$ cat config.mk
export PLATFORM = sky130hd
export DESIGN_NAME = ram_loader
export DESIGN_NICKNAME = d
export VERILOG_FILES = /design/src/rtl/ram_loader.sv
export SDC_FILE = /design/constraint.sdc
export NUM_CORES = 1
export LEC_CHECK = 0
export CORE_UTILIZATION = 55
export DETAILED_ROUTE_END_ITERATION = 10
export GPL_TIMING_DRIVEN = 0
export PLACE_DENSITY = 0.77
export SLEW_MARGIN = 0
export SYNTH_ARGS = -nofsm -noshare
export SYNTH_HDL_FRONTEND = slang
export SYNTH_SLANG_ARGS = --single-unit
$ cat constraint.sdc
create_clock -name clk -period 2.4 [get_ports clk]
set_input_delay 0.36 -clock clk [delete_from_list [all_inputs] [get_ports clk]]
set_output_delay 0.36 -clock clk [all_outputs]
set_load 0.02 [all_outputs]
$ cat src/rtl/ram_loader.sv
// Stream-to-RAM frame loader: HDR, 3-byte address, 2-byte length, payload -> RAM write pulses.
// Optional trailing checksum byte when RAM_LOADER_CHECKSUM_EN is defined.
module ram_loader #(
  parameter int            DW  = 8,
  parameter int            AW  = 20,
  parameter logic [DW-1:0] HDR = 8'hA5
) (
  input  logic          clk,
  input  logic          rst,
  input  logic          in_valid,
  input  logic [DW-1:0] in_data,
  output logic          in_ready,
  output logic          we,
  output logic [AW-1:0] a,
  output logic [DW-1:0] x,
  output logic          busy,
  output logic          done,
  output logic          err,
  output logic [3:0]    dbg_state
);

  // Handshake: a byte moves on a posedge where in_valid && in_ready; in_ready is
  // registered and drops only for the single DONE/ERR cycle.
  typedef enum logic [3:0] {
    S_IDLE, S_A0, S_A1, S_A2, S_L0, S_L1, S_DATA,
`ifdef RAM_LOADER_CHECKSUM_EN
    S_CSUM,
`endif
    S_DONE, S_ERR
  } state_t;

`ifdef RAM_LOADER_CHECKSUM_EN
  localparam state_t S_FIN = S_CSUM;
`else
  localparam state_t S_FIN = S_DONE;
`endif

  // Bits of the top address byte that lie above the RAM address range.
  localparam logic [7:0] A2_MASK = 8'hFF << (AW - 16);

  state_t        state, nxt;
  logic          acc;
  logic [AW-1:0] addr;
  logic [15:0]   len;
  logic [15:0]   n_len;
`ifdef RAM_LOADER_CHECKSUM_EN
  logic [7:0]    sum;
`endif

  assign acc       = in_valid && in_ready;
  assign n_len     = {in_data[7:0], len[7:0]};
  assign dbg_state = state;

  always_comb begin
    nxt = state;
    case (state)
      S_IDLE: if (acc && in_data == HDR) nxt = S_A0;
      S_A0:   if (acc) nxt = S_A1;
      S_A1:   if (acc) nxt = S_A2;
      S_A2:   if (acc) nxt = ((in_data[7:0] & A2_MASK) != 8'd0) ? S_ERR : S_L0;
      S_L0:   if (acc) nxt = S_L1;
      S_L1:   if (acc) nxt = (n_len == 16'd0) ? S_FIN : S_DATA;
      S_DATA: if (acc && len == 16'd1) nxt = S_FIN;
`ifdef RAM_LOADER_CHECKSUM_EN
      S_CSUM: if (acc) nxt = (8'(sum + in_data[7:0]) == 8'd0) ? S_DONE : S_ERR;
`endif
      S_DONE: nxt = S_IDLE;
      S_ERR:  nxt = S_IDLE;
      default: nxt = S_IDLE;
    endcase
  end

  always_ff @(posedge clk) begin
    if (rst) begin
      state    <= S_IDLE;
      we       <= 1'b0;
      a        <= '0;
      x        <= '0;
      done     <= 1'b0;
      err      <= 1'b0;
      busy     <= 1'b0;
      in_ready <= 1'b1;
      addr     <= '0;
      len      <= '0;
`ifdef RAM_LOADER_CHECKSUM_EN
      sum      <= '0;
`endif
    end else begin
      state    <= nxt;
      busy     <= (nxt != S_IDLE);
      in_ready <= !(nxt == S_DONE || nxt == S_ERR);
      done     <= (nxt == S_DONE);
      err      <= (nxt == S_ERR);
      we       <= 1'b0;
      if (acc) begin
        case (state)
          S_A0: addr[7:0]     <= in_data[7:0];
          S_A1: addr[15:8]    <= in_data[7:0];
          S_A2: addr[AW-1:16] <= in_data[AW-17:0];
          S_L0: len[7:0]      <= in_data[7:0];
          S_L1: len           <= n_len;
          S_DATA: begin
            we   <= 1'b1;
            a    <= addr;
            x    <= in_data;
            addr <= addr + AW'(1);
            len  <= len - 16'd1;
          end
          default: ;
        endcase
      end
      if (nxt == S_IDLE) begin
        addr <= '0;
        len  <= '0;
      end
`ifdef RAM_LOADER_CHECKSUM_EN
      // Running sum covers every byte after HDR, including the checksum itself.
      if (nxt == S_IDLE) sum <= '0;
      else if (acc && state != S_IDLE) sum <= sum + in_data[7:0];
`endif
    end
  end

endmodule

==> summary.md, run 1 <==
| Metric | Value |
|---|---|
| Status | `finished, violations left` |
| Failing checks | `design-rule violations` |
| Setup TNS | `0 ns` |
| Most frequent cells in the layout | `nand2_1 (75), dfxtp_1 (73), a21oi_1 (63), nor2_1 (49), clkdlybuf4s50_1 (46)` |
| Initial core utilization | `0.581` |
| First drt pass iteration count | `9` |
| Simple-Gate Fraction of Synth Area | `0.287` |
| Seq/Total Area, Yosys | `0.387` |
| Wire length per cell | `between 15 and 20 um` |
| Hold WC Path Type | `reg -> reg` |
| Clock buffer depth | `2` |
| Largest net degree at the start of global routing | `14` |
| Worst-Margin Slew | `0.679 ns` |
| #FFs+latches synth | `73` |
| Postcts setup bufs | `0` |
| Distinct cells, synth | `~70` |
| Final Util | `0.693` |
| First-pass GRT wire length | `~18 mm` |
| Dpl ws | `-0.0659 ns` |
| Syn Nets | `493` |
| Routability congestion estimate | `approximately 0.94` |
| Final Max Slew Viols | `0` |
| Synthesis-to-layout area growth | `19.3%` |
| Async set-reset flop share out of synthesis | `0` |
| Mapped Cells | `around 480` |
| Chip height | `approximately 85 um` |
| Commonest non-fill, non-tap cell in the layout | `nand2_1` |
| Synth Warn # | `0` |
| Fin Hold WS | `around 0.46 ns` |
| Clock root cell | `clkbuf_8` |
| WP data arrival | `2.36 ns` |
| Adder-Cell Fraction of Synth Area | `0.0133` |
| Setup crit start kind | `primary input` |
| Min Tclk post-route | `2.11 ns` |
| Synth Flop Type | `dfxtp_1` |
| Post-Synth XOR/XNOR Area | `0.00232` |
| Die width | `84.8 um` |
| Core Rows | `29` |
| Mapped Avg Cell Area | `just under 8 um^2` |
| Leakage | `approximately 1.5 nW` |
| Worst path required time | `~2.7 ns` |
| Pwr Density | `approximately 480 mW/mm^2` |
| Total number of vias | `3898` |
| DRC | `4` |
| Clk_lat worst skew | `between 0.3 and 0.4 ns` |
| GRT Overall Usage | `0.319` |
| Hold Vio Cnt, Final | `0` |
| Antenna Nets Post-Route | `0` |
| Port Buf Inserts | `46` |
| Max_cap viols | `0` |
| Total Die Area | `approximately 0.0072 mm^2` |
| Final WS setup | `about 0.29 ns` |
| Area of the mapped netlist | `0.00377 mm^2` |
| Core area | `between 0.006 and 0.007 mm^2` |
| Post-cts resize count | `0` |
| IO Count | `48` |
| Multiplexer share of the synthesized area | `0.00265` |
| Fin nets | `550` |
| Initial antenna violation count | `0` |
| DRT Wirelength | `around 11 mm` |
| Largest family of logic cells by synthesized area | `simple AND/OR/NAND/NOR gates` |
| Fin crit share | `0.878` |
| Max VDD drop | `between 0.0003 and 0.0004 V` |
| CTS sink cnt | `73` |
| Relative slew slack | `0.546` |
| CTS buffer count | `9` |
| Max Clock Freq | `0.475 GHz` |
| Worst Skew | `around 0.0063 ns` |
| CTS tree | `built` |
| Vias/cell | `6.32` |
| H-tree levels | `3` |
| Cts hold-fix bufs | `0` |
| Clock-pin slew on the worst setup and hold paths | `0.08 ns` |
| Worst Setup End Kind | `flop` |
| Number of global-route vias before repair | `3525` |
| Total gr overflow | `0` |
| Post-synth EDFFs | `0` |
| Antenna fix cells | `0` |
| Post-DP HPWL | `about 8.0 mm` |
| Type of the worst setup path | `in -> reg` |
| RSZ-0062 raised after global routing | `no` |
| DR iter-0 viols | `293` |
| Endpoints failing setup | `0` |
| Worst-path maximum fanout | `10` |
| Synth Area in Compound Gates | `0.257` |
| Layout cells sized above 1 | `0.115` |
[Yosys cell counts (3+ instances only)]
library cell / number / area, um^2
or2_2: 3 / 18.8
nand3_1: 18 / 90.1
a31oi_1: 12 / 75.1
o221a_1: 4 / 45.0
clkbuf_1: 9 / 33.8
nor2_1: 49 / 184
and3_1: 6 / 37.5
inv_1: 5 / 18.8
dfxtp_1: 73 / 1460
a21oi_1: 63 / 315
nand2b_1: 6 / 37.5
nand2_1: 75 / 282
nor3_2: 3 / 30.0
nor4_1: 8 / 50.1
a211oi_1: 6 / 45.0
and2_1: 3 / 18.8
ha_1: 4 / 50.1
a311oi_1: 4 / 35.0
buf_6: 3 / 33.8
o21a_1: 3 / 22.5
buf_2: 16 / 80.1
o31ai_1: 3 / 22.5
nor3_1: 13 / 65.1
o21ai_1: 4 / 20.0
o21ai_0: 28 / 140
[state kept, by name, indices dropped and copies added, names as in the netlist, 4 cells and up]
name / count
a: 20
addr: 20
len: 16
dbg_state: 4
x: 8
[per-layer routing]
metal	vias up	track usage	routed length, um
li1	1846	-	-
met4	0	0.165	413
met2	195	0.524	5220
met5	-	0	0
met1	1811	0.406	4740
met3	46	0.0545	837
[worst max-delay path, cell delays in order]
cell and delay [ns]:
clkdlybuf4s50_1 0.54, nand2_1 0.17, buf_2 0.24, a211oi_2 0.56
o21ai_1 0.18, a221oi_2 0.25, nor2_1 0.06
[area by class of cell]
cell class | instances | area, um^2
clock inverter | 6 | 43.8
inverter | 6 | 23.8
fill | 552 | 1990
multi-input combinational | 368 | 2120
clock buffer | 10 | 128
timing repair buffer | 46 | 460
sequential | 73 | 1460
buffer | 31 | 166
tap | 77 | 96.3
[report_power, final]
part | internal [W] | leakage [nW] | switching [W]
Sequential | 0.00121 | 0.588 | 0.000000286
Combinational | 0.0000324 | 0.810 | 0.0000603
Clock | 0.000376 | 0.0749 | 0.000497
Total | 0.00162 | 1.47 | 0.000558
[cell families after synthesis]
kind of cell / Yosys count
compound gates: 152
xor+xnor: 1
fa+ha+maj: 4
buf+inv: 37
flops: 73
mux: 1
simple gates: 210
[metrics by stage]
stage	instance area (um^2)	std cells	total power, W
2_1_floorplan	3770	478	0.00128
3_3_place_gp	4330	601	0.00133
3_5_place_dp	4330	601	0.00133
4_1_cts	4500	617	0.00217
5_1_grt	4500	617	0.00224
6_report	4500	617	0.00218
[path summary, 6_finish.rpt]
kind | startpoint | endpoint | slack (ns) | depth (start not counted)
setup / recovery | in_valid | len[10]$_SDFFE_PP0P_ | 0.29 | 7
hold reg to reg | a[18]$_SDFFE_PP0P_ | a[18]$_SDFFE_PP0P_ | 0.46 | 2
hold / removal | a[18]$_SDFFE_PP0P_ | a[18]$_SDFFE_PP0P_ | 0.46 | 2
setup reg to reg | dbg_state[0]$_SDFF_PP0_ | len[0]$_SDFFE_PP0P_ | 0.35 | 6
(Power assumes the default switching activity.)
==> inputs of run 2 (changes only) <==
CTS_BUF_LIST = sky130_fd_sc_hd__clkbuf_2 sky130_fd_sc_hd__clkbuf_4 sky130_fd_sc_hd__clkbuf_8   (was not set)
==> run 2 against run 1 <==
The run still ends with design-rule violations left. Via count decreased by 0.90%. Combinational power hardly changed. Non-clock buffer count unchanged. Largest power group unchanged. Register-to-register slack worse by 0.02 ns. Core utilization rose by 0.058 points. Clock-buffer cell count is the same. Power grew 0.25%. Critical path depth is the same. Cell area about the same. Largest cell class unchanged. Fmax grew 0.36%.
==> summary.md, run 2 (synthesized netlist as in run 1, its figures left out) <==
| Metric | Value |
|---|---|
| Status | `finished, violations left` |
| Failing checks | `design-rule violations` |
| Antenna Nets Post-Route | `0` |
| Hold-critical path depth | `2` |
| Clock buffer depth | `2` |
| Worst R2R Start | `dbg_state[0]$_SDFF_PP0_` |
| Largest regs | `a: 20 flops, addr: 20 flops, len: 16 flops` |
| DRC | `4` |
| Total Die Area | `approximately 0.0072 mm^2` |
| Post-DP Area | `about 0.0043 mm^2` |
| Most frequent cells in the layout | `nand2_1 (75), dfxtp_1 (73), a21oi_1 (63), nor2_1 (49), clkdlybuf4s50_1 (46)` |
| Post-cts resize count | `0` |
| CTS buffer count | `9` |
| Number of global-route vias before repair | `~3500` |
| Commonest non-fill, non-tap cell in the layout | `nand2_1` |
| Routability congestion estimate | `0.944` |
| Core Rows | `29` |
| Total number of vias | `about 3900` |
| Crit Reg-Reg Endpoint | `len[0]$_SDFFE_PP0P_` |
| DR iter-0 viols | `301` |
| Leakage | `about 1.5 nW` |
| Top delay family on crit path | `compound AO/OA/AOI/OAI gates` |
| Final WS setup | `around 0.3 ns` |
| Hold Vio Cnt, Final | `0` |
| Largest net degree at the start of global routing | `14` |
| CP Cell Sequence | `clkdlybuf4s50_1 > nand2_1 > buf_2 > a211oi_2 > o21ai_1 > a221oi_2 > nor2_1` |
| Vias/cell | `6.26` |
| R2R setup slack | `about 0.33 ns` |
| Worst-Margin Slew | `0.677 ns` |
| Clk_lat worst skew | `about 0.36 ns` |
| Fin crit share | `0.875` |
| Worst-path maximum fanout | `10` |
| CTS sink cnt | `73` |
| RSZ-0062 raised after global routing | `no` |
| Post-DP HPWL | `about 8 mm` |
| Worst Skew | `0.00881 ns` |
| H-tree levels | `3` |
| DRT Wirelength | `approximately 11 mm` |
| Die width | `between 80 and 90 um` |
| Clock-pin slew on the worst setup and hold paths | `approximately 0.08 ns` |
| Total gr overflow | `0` |
| WP data arrival | `2.35 ns` |
| Cell count after placement | `601` |
| Postcts setup bufs | `0` |
| Relative slew slack | `0.548` |
| Final Max Slew Viols | `0` |
| Cts hold-fix bufs | `0` |
| Non-filler instance count after layout | `around 600` |
| Worst Setup End Kind | `flop` |
| Min Tclk post-route | `2.10 ns` |
| Max Clock Freq | `approximately 0.48 GHz` |
| Pwr Density | `around 480 mW/mm^2` |
| Wire length per cell | `about 18 um` |
| Setup crit start kind | `primary input` |
| R2R cell count | `6` |
| Hold Path End | `a[18]$_SDFFE_PP0P_` |
| Port Buf Inserts | `46` |
| Layout cells sized above 1 | `0.117` |
| Final design area excluding fillers | `between 0.004 and 0.005 mm^2` |
| Setup TNS | `0 ns` |
| Synthesis-to-layout area growth | `19.4%` |
| Clock root cell | `clkbuf_8` |
| Fin nets | `550` |
| Endpoints failing setup | `0` |
| First drt pass iteration count | `7` |
| Max stage delay cell, worst path | `a211oi_2` |
| Dpl ws | `-0.0659 ns` |
| Final Util | `0.694` |
| Worst path required time | `around 2.7 ns` |
| Hold_sp | `a[18]$_SDFFE_PP0P_` |
| Core area | `roughly 0.0065 mm^2` |
| First-pass GRT wire length | `17.8 mm` |
| WP buf/inv | `2` |
| GRT Overall Usage | `0.319` |
| Type of the worst setup path | `in -> reg` |
| CTS tree | `built` |
| Hold WC Path Type | `reg -> reg` |
| IO Count | `48` |
| Antenna fix cells | `0` |
| Max_cap viols | `0` |
| Chip height | `around 85 um` |
| CP max stage delay | `between 0.5 and 0.6 ns` |
| Max VDD drop | `0.000311 V` |
| Initial antenna violation count | `0` |
| Initial core utilization | `0.581` |
==> run 2: changes by cell type in the layout (fill, tap and decap cells not counted) <==
| cell | before | now |
|---|---|---|
| clkbuf_4 | 0 | 1 |
| clkbuf_1 | 10 | 9 |
==> run 2: worst min-delay path, delay by kind of cell, from the launching register on <==
family          cells  cell delay (ns)
compound gates      1             0.05
flops               1             0.31
simple gates        1             0.05
==> run 2: where the power goes <==
| group | leakage, nW | switching, W | internal, W |
|---|---|---|---|
| clock | 0.0783 | 0.000491 | 0.000387 |
| combinational | 0.810 | 0.0000603 | 0.0000324 |
| sequential | 0.588 | 0.000000292 | 0.00121 |
| total | 1.48 | 0.000552 | 0.00163 |
==> run 2: worst max-delay path by stage <==
stage / start / end / slack, ns / cells past startpoint
2_1_floorplan: len[0]$_SDFFE_PP0P_ / len[14]$_SDFFE_PP0P_ / 0.60 / 7
3_3_place_gp: in_valid / len[10]$_SDFFE_PP0P_ / -0.08 / 7
3_5_place_dp: in_valid / len[10]$_SDFFE_PP0P_ / -0.07 / 7
4_1_cts: in_valid / len[10]$_SDFFE_PP0P_ / 0.30 / 7
5_1_grt: in_valid / len[10]$_SDFFE_PP0P_ / 0.11 / 7
6_report: in_valid / len[10]$_SDFFE_PP0P_ / 0.30 / 7
==> run 2: final cells by class <==
cell class	count	area, um^2
Buffer	31	166
Clock buffer	10	131
Clock inverter	6	43.8
Fill cell	550	1990
Inverter	6	23.8
Multi-Input combinational cell	368	2120
Sequential cell	73	1460
Tap cell	77	96.3
Timing Repair Buffer	46	460
==> run 2: per-layer routing <==
metal / share of wire / track usage / vias up
li1: - / - / 1847
met1: 0.41 / 0.405 / 1774
met2: 0.47 / 0.524 / 204
met3: 0.084 / 0.0545 / 38
met4: 0.035 / 0.165 / 0
met5: 0 / 0 / -
==> run 2: per-stage QoR <==
stage               total power, W  hold slack (ns)
CTS                        0.00218            0.456
finish                     0.00218            0.456
global placement           0.00133            0.441
floorplan                  0.00128            0.445
detailed placement         0.00133            0.446
global route               0.00225            0.473
==> inputs of run 3 (changes only) <==
CORE_MARGIN = 4   (was not set)
clock period = 1.95 ns   (was 2.4 ns; I/O delays follow)
==> run 3 against run 2 <==
The flow now finishes without violations. Cell area is 5.8% higher. Via count is 3.7% higher. Non-clock buffer count is 2 higher. Clock power is 79% higher. Clock-buffer cell count stayed put. Flip-flop and latch count stayed put. Core utilization is 4.0 points higher. Register-to-register slack worse by 0.28 ns. Power is 46% higher. Die area is 15% higher. Largest power group is now the clock network.
==> summary.md, run 3 (synthesized netlist as in run 1, its figures left out) <==
| Metric | Value |
|---|---|
| CTS sink cnt | `between 70 and 80` |
| CTS buffer count | `9` |
| Pint | `around 0.0025 W` |
| Cell count after placement | `about 600` |
| Synthesis-to-layout area growth | `26.3%` |
| Worst-Margin Slew | `between 0.5 and 0.6 ns` |
| Relative slew slack | `0.614` |
| Sequential power share | `0.468` |
| Largest net degree at the start of global routing | `13` |
| Final design area excluding fillers | `0.00476 mm^2` |
| Total gr overflow | `0` |
| Pwr Density | `about 670 mW/mm^2` |
| Number of global-route vias before repair | `between 3000 and 4000` |
| Total net switching power | `around 0.00066 W` |
| Post-DP Area | `about 0.0043 mm^2` |
| Clock power frac | `0.494` |
| Largest regs | `a: 20 flops, addr: 20 flops, len: 16 flops` |
| Comb power frac | `0.039` |
| Clock-pin slew on the worst setup and hold paths | `~0.08 ns` |
| Endpoints failing setup | `0` |
| Clock buffer depth | `2` |
| Design Power | `around 0.0032 W` |
| Worst path required time | `2.19 ns` |
| Clk_lat worst skew | `~0.35 ns` |
| Worst Skew | `0.00747 ns` |
| First-pass GRT wire length | `18.6 mm` |
| Worst-path maximum fanout | `10` |
| Vias/cell | `around 6.5` |
| Min Tclk post-route | `between 1.5 and 2 ns` |
| Cts hold-fix bufs | `0` |
| Chip height | `around 91 um` |
| Layout cells sized above 1 | `0.163` |
| Leakage | `between 1.5 and 2 nW` |
| Die width | `90.8 um` |
| Commonest non-fill, non-tap cell in the layout | `nand2_1` |
| Type of the worst setup path | `in -> reg` |
| Area occupied by multi-input gates | `0.00224 mm^2` |
| DRT Wirelength | `11.7 mm` |
| Setup crit start kind | `primary input` |
| FF/Latch Area | `roughly 0.0015 mm^2` |
| First drt pass iteration count | `6` |
| Core Rows | `29` |
| Routability congestion estimate | `between 0.9 and 1` |
| Total Die Area | `0.00825 mm^2` |
| Number of fillers in the final layout | `~510` |
| CTS tree | `built` |
| Wire length per cell | `between 15 and 20 um` |
| Status | `finished clean` |
| Worst Setup End Kind | `flop` |
| Core area | `approximately 0.0065 mm^2` |
| WP data arrival | `2.18 ns` |
| Switch share | `0.208` |
| Max Clock Freq | `between 0.5 and 0.6 GHz` |
| Most frequent cells in the layout | `nand2_1 (74), dfxtp_1 (69), a21oi_1 (63), nor2_1 (47), clkdlybuf4s50_1 (44)` |
| Fin crit share | `0.995` |
| IO Count | `48` |
| Max VDD drop | `roughly 0.00045 V` |
| Hold WC Path Type | `in -> reg` |
| Non-filler instance count after layout | `slightly above 600` |
| Hold Vio Cnt, Final | `0` |
| Antenna Nets Post-Route | `0` |
| DRC | `0` |
| Fin Hold WS | `around 0.31 ns` |
| Final Util | `0.734` |
| DR iter-0 viols | `between 300 and 400` |
| Clock root cell | `clkbuf_8` |
| Antenna fix cells | `0` |
| Max_cap viols | `0` |
| Total number of vias | `~4000` |
| GRT Overall Usage | `0.280` |
| H-tree levels | `3` |
| Port Buf Inserts | `46` |
| Initial core utilization | `0.581` |
| Final Max Slew Viols | `0` |
| Initial antenna violation count | `0` |
| RSZ-0062 raised after global routing | `yes` |
| Fin nets | `~550` |
| Post-DP HPWL | `8.30 mm` |
-- run 3: changes by cell type in the layout (fill, tap and decap cells not counted), moves of 3 or more --
| cell | delta |
|---|---|
| buf_4 | +6 |
| bufinv_16 | +4 |
| clkinvlp_4 | -4 |
| clkbuf_4 | +6 |
| nor3_4 | +3 |
| dfxtp_1 | -4 |
| clkbuf_1 | -4 |
| dfxtp_2 | +3 |
| buf_2 | -7 |
-- run 3: area by class of cell --
cell class / count / share of cell area
inverter: 6 / 0.00499
timing repair buffer: 50 / 0.103
multi-input combinational: 368 / 0.469
clock inverter: 5 / 0.0270
tap: 77 / 0.0202
clock buffer: 10 / 0.0276
buffer: 29 / 0.0394
sequential: 73 / 0.308
-- run 3: power by group through the flow --
stage	clock network, W	logic [W]	registers [W]
6_report	0.00157	0.000123	0.00149
5_1_grt	0.00164	0.000129	0.00149
2_1_floorplan	0	0.0000545	0.00153
3_5_place_dp	0	0.000111	0.00152
3_3_place_gp	0	0.000110	0.00152
4_1_cts	0.00158	0.000113	0.00149
-- run 3: routing by layer --
metal | track usage | share of wire | vias up
li1 | - | - | 1859
met1 | 0.354 | 0.39 | 1847
met2 | 0.468 | 0.47 | 251
met3 | 0.0508 | 0.099 | 50
met4 | 0.116 | 0.038 | 0
met5 | 0 | 0 | -
-- run 3: final timing paths --
check	startpoint	endpoint	slack, ns	depth (start not counted)
hold / removal	in_data[1]	x[1]$_SDFFE_PP0P_	0.31	3
setup / recovery	in_data[2]	addr[8]$_SDFFE_PP0P_	0.009	7
setup reg to reg	len[0]$_SDFFE_PP0P_	len[12]$_SDFFE_PP0P_	0.05	8
hold reg to reg	a[8]$_SDFFE_PP0P_	a[8]$_SDFFE_PP0P_	0.45	2
-- run 3: metrics by stage --
stage                     TNS [ns]  setup WS [ns]
after floorplan                  0          0.151
after global placement      -14.28         -0.455
after detailed placement    -14.94         -0.472
after CTS                        0        0.00313
after global routing        -0.183        -0.0461
final                            0        0.00928
-- run 3: worst max-delay path: stages --
cell             delay, ns
clkdlybuf4s50_1       0.63
nand4_1               0.31
nor3_4                0.06
o41ai_4               0.34
clkinv_2              0.21
buf_6                 0.20
o221a_2               0.13
-- run 3: timing repair --
action | in CTS | in global routing
pin swaps | 1 | 5
resized for setup | 6 | 45
setup buffers | 1 | 3
endpoints found under the setup margin | 21 | 54
endpoints found under the hold margin | 0 | 0
